<file path="src/rtl/ptp_pkg.sv">
// Shared widths and helpers for the ptp_gearbox narrow/wide width converter.
// Both the pack and unpack paths use these for lane count, counter width and lane mapping.
package ptp_pkg;

  localparam int DEFAULT_NARROW_W = 8;
  localparam int DEFAULT_WIDE_W   = 32;

  function automatic int lanes(input int wide, input int narrow);
    return wide / narrow;
  endfunction

  function automatic int cnt_width(input int n_lanes);
    return (n_lanes > 2) ? $clog2(n_lanes) : 1;
  endfunction

  // Maps a beat's position within a word to the physical lane it occupies.
  function automatic int lane_sel(input int cnt, input int n_lanes, input logic msb_first);
    int idx;
    if (msb_first) begin
      idx = n_lanes - 1 - cnt;
    end else begin
      idx = cnt;
    end
    return idx;
  endfunction

endpackage

</file>
<file path="src/rtl/ptp_lane_counter.sv">
// Wrapping lane counter used by both gearbox paths.
// Clear and load both restart at lane 0; last_o flags the final lane of a word.
module ptp_lane_counter import ptp_pkg::*; #(
  parameter int LANES = 4,
  parameter int CNT_W = cnt_width(LANES)
) (
  input  logic             clock,
  input  logic             reset_n_i,
  input  logic             clear_i,
  input  logic             load_i,
  input  logic             inc_i,
  output logic [CNT_W-1:0] cnt_o,
  output logic             last_o
);

  logic [CNT_W-1:0] cnt_q;
  logic [CNT_W-1:0] cnt_d;
  logic             last_s;

  assign last_s = (cnt_q == CNT_W'(LANES - 1));
  assign cnt_o  = cnt_q;
  assign last_o = last_s;

  // Next count: restart takes priority over increment, increment wraps after the last lane.
  always_comb begin
    cnt_d = cnt_q;
    if (clear_i || load_i) begin
      cnt_d = '0;
    end else if (inc_i) begin
      if (last_s) begin
        cnt_d = '0;
      end else begin
        cnt_d = cnt_q + CNT_W'(1);
      end
    end else begin
      cnt_d = cnt_q;
    end
  end

  // Counter register.
  always_ff @(posedge clock or negedge reset_n_i) begin
    if (!reset_n_i) begin
      cnt_q <= '0;
    end else begin
      cnt_q <= cnt_d;
    end
  end

endmodule

</file>
<file path="src/rtl/ptp_gearbox.sv">
// Bidirectional narrow<->wide width converter with valid/ready on both sides.
// Pack path assembles narrow beats into wide words; unpack path serialises wide words into beats.
module ptp_gearbox import ptp_pkg::*; #(
  parameter int NARROW_W = DEFAULT_NARROW_W,
  parameter int WIDE_W   = DEFAULT_WIDE_W
) (
  input  logic                clock,
  input  logic                reset_n_i,
  input  logic                clear_i,
  input  logic                msb_first_i,
  input  logic [NARROW_W-1:0] pk_data_i,
  input  logic                pk_valid_i,
  output logic                pk_ready_o,
  output logic [WIDE_W-1:0]   pk_word_o,
  output logic                pk_valid_o,
  input  logic                pk_ready_i,
  input  logic [WIDE_W-1:0]   up_word_i,
  input  logic                up_valid_i,
  output logic                up_ready_o,
  output logic [NARROW_W-1:0] up_data_o,
  output logic                up_valid_o,
  input  logic                up_ready_i,
  output logic                up_last_o
);

  localparam int LANES = lanes(WIDE_W, NARROW_W);
  localparam int CNT_W = cnt_width(LANES);

  if (((WIDE_W % NARROW_W) != 0) || (LANES < 2)) begin : g_bad_widths
    $error("ptp_gearbox: WIDE_W must be a multiple of NARROW_W giving at least two lanes");
  end

  logic [CNT_W-1:0]  pk_cnt_s;
  logic              pk_last_s;
  logic              pk_accept_s;
  logic              pk_order_s;
  logic              pk_order_q, pk_order_d;
  logic [WIDE_W-1:0] pk_asm_q, pk_asm_d;
  logic [WIDE_W-1:0] pk_word_q, pk_word_d;
  logic [WIDE_W-1:0] pk_full_s;
  logic              pk_valid_q, pk_valid_d;
  int                pk_lane_s;

  logic [CNT_W-1:0]  up_cnt_s;
  logic              up_last_s;
  logic              up_load_s;
  logic              up_beat_s;
  logic              up_order_q, up_order_d;
  logic [WIDE_W-1:0] up_word_q, up_word_d;
  logic              up_valid_q, up_valid_d;
  int                up_lane_s;

  // Only the final beat of a word can stall, and only while the previous word is still held.
  assign pk_ready_o  = !(pk_last_s && pk_valid_q && !pk_ready_i);
  assign pk_accept_s = pk_valid_i && pk_ready_o && !clear_i;
  assign pk_order_s  = (pk_cnt_s == '0) ? msb_first_i : pk_order_q;
  assign pk_word_o   = pk_word_q;
  assign pk_valid_o  = pk_valid_q;

  ptp_lane_counter #(.LANES(LANES), .CNT_W(CNT_W)) u_pk_cnt (
    .clock     (clock),
    .reset_n_i (reset_n_i),
    .clear_i   (clear_i),
    .load_i    (1'b0),
    .inc_i     (pk_accept_s),
    .cnt_o     (pk_cnt_s),
    .last_o    (pk_last_s)
  );

  // Pack path: drop the accepted beat into its lane and publish the word on its last beat.
  always_comb begin
    pk_lane_s = lane_sel(int'(pk_cnt_s), LANES, pk_order_s);
    pk_full_s = pk_asm_q;
    pk_full_s[pk_lane_s*NARROW_W +: NARROW_W] = pk_data_i;
    pk_asm_d   = pk_asm_q;
    pk_order_d = pk_order_q;
    pk_word_d  = pk_word_q;
    pk_valid_d = pk_valid_q;
    if (clear_i) begin
      pk_asm_d   = '0;
      pk_valid_d = 1'b0;
    end else begin
      if (pk_valid_q && pk_ready_i) begin
        pk_valid_d = 1'b0;
      end else begin
        pk_valid_d = pk_valid_q;
      end
      if (pk_accept_s) begin
        pk_asm_d   = pk_full_s;
        pk_order_d = pk_order_s;
        if (pk_last_s) begin
          pk_word_d  = pk_full_s;
          pk_valid_d = 1'b1;
        end else begin
          pk_word_d = pk_word_q;
        end
      end else begin
        pk_asm_d = pk_asm_q;
      end
    end
  end

  // A new word loads on the same edge as the final-lane transfer, so words run back to back.
  assign up_ready_o = !up_valid_q || (up_ready_i && up_last_s);
  assign up_load_s  = up_valid_i && up_ready_o && !clear_i;
  assign up_beat_s  = up_valid_q && up_ready_i && !clear_i;
  assign up_valid_o = up_valid_q;
  assign up_last_o  = up_valid_q && up_last_s;

  ptp_lane_counter #(.LANES(LANES), .CNT_W(CNT_W)) u_up_cnt (
    .clock     (clock),
    .reset_n_i (reset_n_i),
    .clear_i   (clear_i),
    .load_i    (up_load_s),
    .inc_i     (up_beat_s),
    .cnt_o     (up_cnt_s),
    .last_o    (up_last_s)
  );

  // Unpack path: word/order capture and beat-valid tracking.
  always_comb begin
    up_word_d  = up_word_q;
    up_order_d = up_order_q;
    up_valid_d = up_valid_q;
    if (clear_i) begin
      up_valid_d = 1'b0;
    end else if (up_load_s) begin
      up_word_d  = up_word_i;
      up_order_d = msb_first_i;
      up_valid_d = 1'b1;
    end else if (up_beat_s && up_last_s) begin
      up_valid_d = 1'b0;
    end else begin
      up_valid_d = up_valid_q;
    end
  end

  // Output beat selection straight from the registered word.
  always_comb begin
    up_lane_s = lane_sel(int'(up_cnt_s), LANES, up_order_q);
    up_data_o = up_word_q[up_lane_s*NARROW_W +: NARROW_W];
  end

  // Pack and unpack state registers.
  always_ff @(posedge clock or negedge reset_n_i) begin
    if (!reset_n_i) begin
      pk_asm_q   <= '0;
      pk_order_q <= 1'b0;
      pk_word_q  <= '0;
      pk_valid_q <= 1'b0;
      up_word_q  <= '0;
      up_order_q <= 1'b0;
      up_valid_q <= 1'b0;
    end else begin
      pk_asm_q   <= pk_asm_d;
      pk_order_q <= pk_order_d;
      pk_word_q  <= pk_word_d;
      pk_valid_q <= pk_valid_d;
      up_word_q  <= up_word_d;
      up_order_q <= up_order_d;
      up_valid_q <= up_valid_d;
    end
  end

endmodule

</file>
<file path="config.mk">
export PLATFORM = sky130hd
export DESIGN_NAME = ptp_gearbox
export DESIGN_NICKNAME = d
export VERILOG_FILES = /design/src/rtl/ptp_pkg.sv /design/src/rtl/ptp_lane_counter.sv /design/src/rtl/ptp_gearbox.sv
export SDC_FILE = /design/constraint.sdc
export NUM_CORES = 1
export LEC_CHECK = 0
export CORE_ASPECT_RATIO = 0.6
export CORE_MARGIN = 1
export CORE_UTILIZATION = 48
export CTS_BUF_LIST = sky130_fd_sc_hd__clkbuf_4
export CTS_CLUSTER_SIZE = 25
export DETAILED_ROUTE_END_ITERATION = 8
export PLACE_DENSITY = 0.75
export REMOVE_ABC_BUFFERS = 1
export SLEW_MARGIN = 10
export SYNTH_ARGS = -nofsm -noshare
export SYNTH_HDL_FRONTEND = slang
export SYNTH_SLANG_ARGS = --single-unit
export TNS_END_PERCENT = 10
</file>
<file path="constraint.sdc">
create_clock -name clock -period 2 [get_ports clock]
set_input_delay 0.4 -clock clock [delete_from_list [all_inputs] [get_ports clock]]
set_output_delay 0.4 -clock clock [all_outputs]
set_load 0.01 [all_outputs]
</file>
==> results of run 1 <==
cell usage in the layout, fill, tap and decap left out, drive strengths merged:
master and n:
and2 12, clkinv 2, o21bai 1, a21oi 34, inv 4, a31oi 5, buf 43, dfrtp 104
or2 1, a22o 18, dlygate4sd3 1, clkbuf 13, nand2b 4, diode 1, and3 1, nor2b 9
mux2 34, clkinvlp 2, xor2 1, mux4 8, nand3 1, a221oi 1, xnor2 1, o2bb2ai 16
clkdlybuf4s50 80, ha 3, nor2 35, mux2i 37, nand3b 1, a21bo 1, nor3 1, nand2 15
report_power, final:
group	total [mW]	internal, mW	switching, mW
logic	1.91	1.11	0.798
registers	2.65	2.44	0.202
clock network	0.987	0.293	0.694
worst register-to-register path, stage by stage, from the launching register on:
cell and delay [ns]:
dfrtp_1 0.42, inv_2 0.08, ha_4 0.15, mux2i_4 0.36, mux2i_4 0.31, buf_12 0.17
a31oi_4 0.15, a22o_1 0.27
state kept, by name (all words and copies together), names as in the netlist:
signal / flops
up_valid_o: 1
up_order_q: 1
u_pk_cnt.cnt_o: 2
pk_valid_o: 1
pk_asm_q: 32
pk_word_o: 32
u_up_cnt.cnt_o: 2
pk_order_q: 1
up_word_q: 32
stage by stage:
step	instances	setup WS, ns	instance area, um2	hold WS (ns)	setup TNS, ns
2_1_floorplan	347	-0.7859	4613	0.1044	-46.90
5_1_grt	619	-0.4904	6262	0.3777	-5.902
3_5_place_dp	600	-0.2480	6031	0.3686	-11.23
3_3_place_gp	600	-0.2341	6031	0.3635	-9.979
4_1_cts	618	-0.4232	6212	0.3658	-3.474
6_report	620	-0.4060	6265	0.3840	-3.073
worst paths after layout:
kind / slack, ns / endpoint / cells past startpoint / start
hold / removal: 0.38 / up_word_q[23] / 2 / reset_n_i
hold reg to reg: 0.51 / pk_asm_q[9] / 1 / pk_asm_q[9]
min in group clock: 0.51 / pk_asm_q[9] / 1 / pk_asm_q[9]
setup / recovery: -0.41 / up_data_o[1] / 5 / up_order_q
setup reg to reg: 0.01 / pk_asm_q[24] / 7 / u_pk_cnt.cnt_o[0]
max in group asynchronous: 1.00 / pk_asm_q[1] / 3 / reset_n_i
per-layer routing:
metal / up-vias / wire (um) / track usage
li1: 1557 / - / -
met1: 1723 / 5622 / 0.3612
met2: 64 / 4682 / 0.3289
met3: 8 / 412 / 0.05660
met4: 0 / 75 / 0.05233
met5: - / 0 / 0
kinds of logic (layout without fill, tap and decap cells):
logic type      Yosys count  count (layout)  share of synthesized area
simple gates             80              80                    0.08074
xor+xnor                  2               2                   0.005313
fa+ha+maj                 3               3                   0.007969
flops                   104             104                     0.5525
mux                      79              79                     0.2061
compound gates           76              76                     0.1243
buf+inv                  21             145                    0.02311
other cells               0               1                          0
cell type report:
type	count	area [um2]	area share
sequential	104	2604	0.4156
multi-input combinational	240	2085	0.3327
timing repair buffer	126	1276	0.2037
tap	130	162.7	0.02596
clock buffer	11	82.58	0.01318
clock inverter	5	41.29	0.006591
inverter	3	11.26	0.001797
antenna	1	2.502	0.0003994
repair_timing:
| action | 4_1_cts | 5_1_grt |
|---|---|---|
| hold buffers | 1 | 0 |
| endpoints found under the hold margin | 30 | 0 |
| buffers inserted | 1 | 1 |
| gates resized for setup | 53 | 19 |
| setup endpoints to repair | 55 | 72 |
| pin swaps | 3 | 28 |
==> impl_metrics.ini, run 1 <==
[run_status]
status = finished, violations left
failed_checks = negative setup slack

[final_layout]
fin_util = 0.6695
fin_nets = 535
fill_cells = 711
drive_above_1_share = 0.2679
area_growth_pct = 32.99

[floorplanning]
die_x_um = 129.9
pin_count = 93
core_um2 = 9358
fp.dieArea_um2 = 10230
num_rows = 27
start_util = 0.5034
die_h_um = 78.74

[detailed_routing]
drt_iter0_drc = 167
drc = 0
postRouteAntennaNets = 0
viasPerCell = 5.406
vias = 3352
wire_per_inst_um = 17.41
firstDrtPassIters = 4
wl_mm = 10.79

[setup_path]
crit_slowest_cell = mux4_2
critical-path-top-delay-family = multiplexers
critical_path_buf_inv_count = 3
crit_type = flop to output port
crit_required_ns = 1.60
cp.arrival_ns = 2.01
cpMostUsedCell = buf_6
start_kind = flop
end_kind = output port
cp_slowest_stage_delay_ns = 0.52
crit_fanout = 8
cp_cell_sequence = buf_6 -> xnor2_4 -> buf_12 -> mux4_2 -> buf_6

[yosys]
yosys.area.top_type_share = 0.5525
yosys-top-cells-count = dfrtp_1 (104), nor2_1 (35), a21oi_1 (34), mux2i_1 (34), mux2_2 (33)
synth_cells = 365
syn_area_um2 = 4711
synth_edf_count = 0
synth_cell_types = 32
ys_seq_area_frac = 0.5525
avgSynthCellArea_um2 = 12.91
netlist_top_cells_area = dfrtp_1 (55%), mux2_2 (7.9%), mux2i_1 (7.2%), mux4_2 (3.8%), a21oi_1 (3.6%)
ys_ff_latch = 104
ys_warn_count = 0
yosys.area.top_type = dfrtp_1
async_flop_share = 1.000
synth_top_flop_cell = dfrtp_1
yosysMostFrequentCell = dfrtp_1

[sta]
setup_slack_ns = -0.4060
setup_violations = 9
skew_ns = 0.02156
clock.fmax_mhz = 415.6
slew_violations = 0
final.min_clock_period_ns = 2.406
worst_pin_slew_ns = 0.4263
finalCritPeriodShare = 1.203
hold_viol_final = 0
rsz0062_at_grt = yes
relSlewSlack = 0.7158

[run]
cap_viol_max_count = 0

[placement]
gp_congestion = 0.8399
portBuffers = 92
hpwl_mm = 7.795

[grt]
antenna_found_initial = 0
grt_max_degree = 47
first_global_vias = 3400
grt.total_usage = 0.2333
grt_pass1_wl_mm = 17.78
grt_overflow = 0

[pwr]
pwr_density_cell_nw_per_um2 = 884.8
finalPower_mw = 5.543
total_leakage_power_nw = 2.648
ir_worst_vdd_v = 0.0004079

[clocking]
clk_latency_ns = 0.47
cts_root_buf = clkbuf_4
cts_tree = built
cts_max_level = 3
cts.sinks = 104
ctsLongestPathBuffers = 2
numCtsBuffers = 9
clkTransAtPathRegs_ns = 0.16

[worst_hold_path]
min_path_type = input pin to async pin
No activity file was read; power rests on OpenSTA's default activity.
==> run 2: changes to the inputs <==
--- a/config.mk
+++ b/config.mk
@@ -7,11 +7,11 @@
 export LEC_CHECK = 0
 export CORE_ASPECT_RATIO = 0.6
 export CORE_MARGIN = 1
-export CORE_UTILIZATION = 48
+export CORE_UTILIZATION = 53
 export CTS_BUF_LIST = sky130_fd_sc_hd__clkbuf_4
-export CTS_CLUSTER_SIZE = 25
+export CTS_CLUSTER_SIZE = 8
 export DETAILED_ROUTE_END_ITERATION = 8
-export PLACE_DENSITY = 0.75
+export PLACE_DENSITY = 0.79
 export REMOVE_ABC_BUFFERS = 1
 export SLEW_MARGIN = 10
 export SYNTH_ARGS = -nofsm -noshare
==> constraint.sdc (replaced) <==
create_clock -name clock -period 2.3 [get_ports clock]
set_input_delay 0.46 -clock clock [delete_from_list [all_inputs] [get_ports clock]]
set_output_delay 0.46 -clock clock [all_outputs]
set_load 0.01 [all_outputs]
==> run 2 against run 1 <==
The flow still finishes with violations (negative setup slack); count of clock-buffer cells in the layout unchanged; clock skew down 0.0048 ns; global-route usage increased by 1.2 points; die area down 9.2%; non-clock buffer count shrank 7; highest routed layer unchanged.
==> impl_metrics.ini, run 2 (synthesis results as in run 1) <==
[run_status]
status = finished, violations left
failed_checks = negative setup slack

[detailed_routing]
drt_iter0_drc = 200
viasPerCell = 5.631
wl_mm = 10.56
drc = 0
postRouteAntennaNets = 0
firstDrtPassIters = 5
wire_per_inst_um = 17.80
vias = 3339

[setup_path]
crit_fanout = 8
crit_required_ns = 1.84
end_kind = output port
rr_endpoint = pk_word_o[2]
reg2reg_slack_ns = 0.15
cp.arrival_ns = 1.98
cp_slowest_stage_delay_ns = 0.52
ff2ff_path_depth = 7
critical_path_buf_inv_count = 3
regToRegStartpoint = u_pk_cnt.cnt_o[1]
critical-path-top-delay-family = multiplexers
start_kind = flop
cpMostUsedCell = buf_6
cp_cell_sequence = buf_6 -> xnor2_4 -> buf_12 -> mux4_2 -> buf_6
crit_slowest_cell = mux4_2
crit_type = flop to output port

[clocking]
cts_root_buf = clkbuf_4
cts.sinks = 104
clkTransAtPathRegs_ns = 0.16
cts_max_level = 3
clk_latency_ns = 0.45
numCtsBuffers = 9
ctsLongestPathBuffers = 2
cts_tree = built

[final_layout]
diodes = 0
layout_common_cells = dfrtp_1 (103), clkdlybuf4s50_1 (80), a21oi_1 (34), nor2_1 (34), mux2i_1 (34)
stdcell_area_um2 = 6078
fin_nets = 528
area_growth_pct = 29.03
drive_above_1_share = 0.2245
layout_commonest_cell = dfrtp_1

[sta]
fin_tns_setup_ns = -1.041
relSlewSlack = 0.7122
rsz0062_at_grt = yes
hold_viol_final = 0
setup_violations = 8
setup_slack_ns = -0.1438
finalCritPeriodShare = 1.063
final.min_clock_period_ns = 2.444
worst_pin_slew_ns = 0.4317
slew_violations = 0
skew_ns = 0.01681
clock.fmax_mhz = 409.2

[floorplanning]
die_h_um = 75.03
start_util = 0.5506
pin_count = 93
die_x_um = 123.7
num_rows = 26
core_um2 = 8556
fp.dieArea_um2 = 9281

[pwr]
netSwitchingFraction = 0.3044
ir_worst_vdd_v = 0.0004824
p_comb_frac = 0.336
internal_power_mw = 3.288
finalPower_mw = 4.728
total_leakage_power_nw = 2.604
pwr_density_cell_nw_per_um2 = 777.8
seqPwrFrac = 0.486
clockPowerShare = 0.178
switching_power_mw = 1.439

[placement]
hpwl_mm = 7.784
post_dp_cell_area_um2 = 5911
gp_congestion = 0.8088
portBuffers = 92
dp_slack_ns = -0.03356

[grt]
antenna_found_initial = 0
grt_pass1_wl_mm = 16.99
first_global_vias = 3222
grt_overflow = 0
grt.total_usage = 0.2450
grt_max_degree = 51

[run]
cap_viol_max_count = 0

[worst_hold_path]
min_path_type = input pin to async pin
## run 2: final cells by class
class | count | area, um2
flip-flops and latches | 104 | 2604
fillers | 612 | 2477
multi-input cells | 240 | 2022
repair buffers | 119 | 1189
well taps | 112 | 140.1
clock buffers | 11 | 82.58
clock inverters | 4 | 30.03
inverters | 3 | 11.26
## run 2: worst max-delay path by stage
| stage | from | to | slack (ns) | cells past startpoint |
|---|---|---|---|---|
| after floorplan | u_up_cnt.cnt_o[0] | up_order_q | -0.49 | 5 |
| after global placement | msb_first_i | pk_word_o[23] | 0.03 | 6 |
| after detailed placement | msb_first_i | pk_asm_q[8] | -0.03 | 6 |
| after CTS | up_order_q | up_data_o[5] | -0.19 | 5 |
| after global routing | up_order_q | up_data_o[2] | -0.22 | 5 |
| final | up_order_q | up_data_o[5] | -0.14 | 5 |
## run 2: per-layer routing
layer | GRT usage | vias to the layer above | part of all wire
li1 | - | 1554 | -
met1 | 0.3814 | 1680 | 0.49
met5 | 0 | - | 0
met2 | 0.3519 | 98 | 0.45
met4 | 0.06024 | 0 | 0.0076
met3 | 0.04773 | 7 | 0.057
## run 2: power by group through the flow
stage               Combinational, mW  Clock [mW]  Sequential [mW]
floorplan                       0.690           0             2.37
global placement                 1.52           0             2.32
detailed placement               1.56           0             2.33
CTS                              1.58       0.873             2.30
global route                     1.71       0.926             2.34
finish                           1.59       0.842             2.30
## run 2: stage by stage
step | util | cells | hold slack, ns
after global placement | 0.6908 | 574 | 0.4252
final | 0.7104 | 593 | 0.4658
after detailed placement | 0.6908 | 574 | 0.4305
after global routing | 0.7104 | 593 | 0.5029
after floorplan | - | 347 | 0.1644
after CTS | 0.7075 | 593 | 0.4464
## run 2: timing repair
item	4_1_cts	5_1_grt
resized for setup	42	7
hold buffers	1	0
setup buffers	3	0
pin swaps	1	1
endpoints found under the hold margin	29	0
endpoints found under the setup margin	11	31
## run 2: worst register-to-register path, cell delays in order (launching register included)
cell and delay, ns:
dfrtp_2 0.48, inv_1 0.07, ha_2 0.21, mux2i_4 0.38, mux2i_4 0.39, buf_4 0.20, mux2i_1 0.24, a21oi_1 0.09
==> run 3: changes to the inputs <==
--- a/config.mk
+++ b/config.mk
@@ -6,7 +6,7 @@
 export NUM_CORES = 1
 export LEC_CHECK = 0
 export CORE_ASPECT_RATIO = 0.6
-export CORE_MARGIN = 1
+export CORE_MARGIN = 4
 export CORE_UTILIZATION = 53
 export CTS_BUF_LIST = sky130_fd_sc_hd__clkbuf_4
 export CTS_CLUSTER_SIZE = 8
==> run 3 against run 2 <==
Sequential power barely moved; clock skew increased by 0.0024 ns; sequential cell count unchanged; largest cell class unchanged; wire length increased by 3.5%; fmax rose by 1.6%; first-iteration DRC count increased by 28%; final cell count fell by 0.34%; combinational power is essentially flat; clock power is 10% higher; via count increased by 0.42%; core utilization decreased by 0.23 points; the flow still finishes with violations (negative setup slack); setup slack better by 0.039 ns.
==> impl_metrics.ini, run 3 (synthesis results as in run 1) <==
[grt]
grt_max_degree = 44
first_global_vias = 3415
grt.total_usage = 0.2260
grt_pass1_wl_mm = 18.10
antenna_found_initial = 0
busiest_layer = met2
grt_overflow = 0
met3_usage = 0.06307
use_met2 = 0.3407
grtUsageMet1 = 0.3255

[setup_path]
cp.arrival_ns = 1.95
crit_fanout = 5
rr_endpoint = pk_asm_q[12]
start_kind = flop
regToRegStartpoint = u_pk_cnt.cnt_o[0]
crit_type = flop to output port
ff2ff_path_depth = 8
crit_required_ns = 1.84
reg2reg_slack_ns = 0.12
end_kind = output port

[floorplanning]
start_util = 0.5485
die_h_um = 81.03
die_x_um = 129.7
pin_count = 93
core_um2 = 8588
num_rows = 26
fp.dieArea_um2 = 10510

[final_layout]
layout.cells.non_filler = 591
layout_commonest_cell = dfrtp_1
diodes = 0
area_growth_pct = 29.11
fin_util = 0.7082
fill_cells = 620
drive_above_1_share = 0.2171
layout_common_cells = dfrtp_1 (103), clkdlybuf4s50_1 (80), a21oi_1 (34), nor2_1 (34), mux2i_1 (34)
fin_nets = 525

[clocking]
cts_tree = built
cts.sinks = 104
clk_latency_ns = 0.47
cts_max_level = 3
ctsLongestPathBuffers = 2
numCtsBuffers = 9
cts_root_buf = clkbuf_4
clkTransAtPathRegs_ns = 0.15

[sta]
setup_slack_ns = -0.1052
whs_ns = 0.5149
final.min_clock_period_ns = 2.405
rsz0062_at_grt = yes
slew_violations = 0
relSlewSlack = 0.6207
finalCritPeriodShare = 1.046
worst_pin_slew_ns = 0.5689
setup_violations = 8
clock.fmax_mhz = 415.8
hold_viol_final = 0
skew_ns = 0.01922

[detailed_routing]
firstDrtPassIters = 5
drc = 0
wire_per_inst_um = 18.49
vias = 3353
wl_mm = 10.93
postRouteAntennaNets = 0
viasPerCell = 5.673
drt_iter0_drc = 255

[pwr]
ir_worst_vdd_v = 0.0005383
pwr_density_cell_nw_per_um2 = 794.0
total_leakage_power_nw = 2.605

[run]
cap_viol_max_count = 0

[worst_hold_path]
whs_path_depth = 1
min_path_type = flop to flop
min_to = pk_asm_q[14]
min-delay-start = pk_asm_q[14]

[run_status]
failed_checks = negative setup slack
status = finished, violations left

[placement]
gp_congestion = 0.8224
portBuffers = 92
hpwl_mm = 7.893
dpl.cell_count = 571
-- run 3: cell types whose count changed in the layout (fill, tap and decap cells not counted), sizes merged --
| cell | previous run | this run |
|---|---|---|
| buf | 35 | 32 |
| bufinv | 0 | 1 |
| clkdlybuf4s15 | 1 | 0 |
| clkinv | 3 | 4 |
| clkinvlp | 0 | 1 |
| inv | 4 | 3 |
-- run 3: repair_timing --
action / CTS / global route
endpoints found under the setup margin: 11 / 9
cloned: 0 / 0
buffers inserted: 3 / 0
hold buffers: 1 / 0
pin swaps: 3 / 1
gates resized for setup: 40 / 6
hold endpoints to repair: 40 / 0
-- run 3: cell type report --
cell class	count	area, um2	share of cell area
well taps	112	140.1	0.02304
repair buffers	116	1189	0.1954
multi-input cells	240	2003	0.3294
flip-flops and latches	104	2604	0.4281
inverters	3	11.26	0.001851
clock buffers	10	75.07	0.01234
clock inverters	6	60.06	0.009875
-- run 3: worst max-delay path, stage by stage (launching register included) --
cell	delay (ns)
dfrtp_1	0.44
xor2_1	0.17
buf_4	0.16
buf_4	0.15
buf_6	0.13
mux4_2	0.30
buf_6	0.14
-- run 3: routing by layer --
metal,vias up,share of wire,routed length [um]
li1,1538,-,-
met1,1691,0.48,5256
met2,107,0.45,4866
met3,17,0.059,646
met4,0,0.014,157
met5,-,0,0
-- run 3: worst max path at each step --
stage                      startpoint      endpoint  cells past startpoint
CTS                        up_order_q  up_data_o[1]                      4
floorplan           u_up_cnt.cnt_o[0]    up_order_q                      5
detailed placement        msb_first_i  pk_asm_q[12]                      7
global placement           up_order_q  up_data_o[1]                      4
global route        u_up_cnt.cnt_o[0]  up_data_o[1]                      4
finish              u_up_cnt.cnt_o[1]  up_data_o[1]                      6
-- run 3: where the power goes --
group          internal (mW)  switching (mW)  total (mW)  leakage (nW)
registers               2.12           0.175        2.30          1.34
logic                  0.927           0.673        1.60          1.19
clock network          0.339           0.591       0.930        0.0738
-- run 3: through the flow --
step / instance area (um2) / setup TNS (ns) / total power, mW / setup slack [ns]
global route: 6082 / -1.657 / 5.109 / -0.2275
floorplan: 4613 / -24.02 / 3.063 / -0.4859
finish: 6082 / -0.6931 / 4.829 / -0.1052
global placement: 5913 / 0 / 3.860 / 0.05648
CTS: 6061 / -1.257 / 4.841 / -0.1809
detailed placement: 5913 / 0 / 3.910 / 0.03036
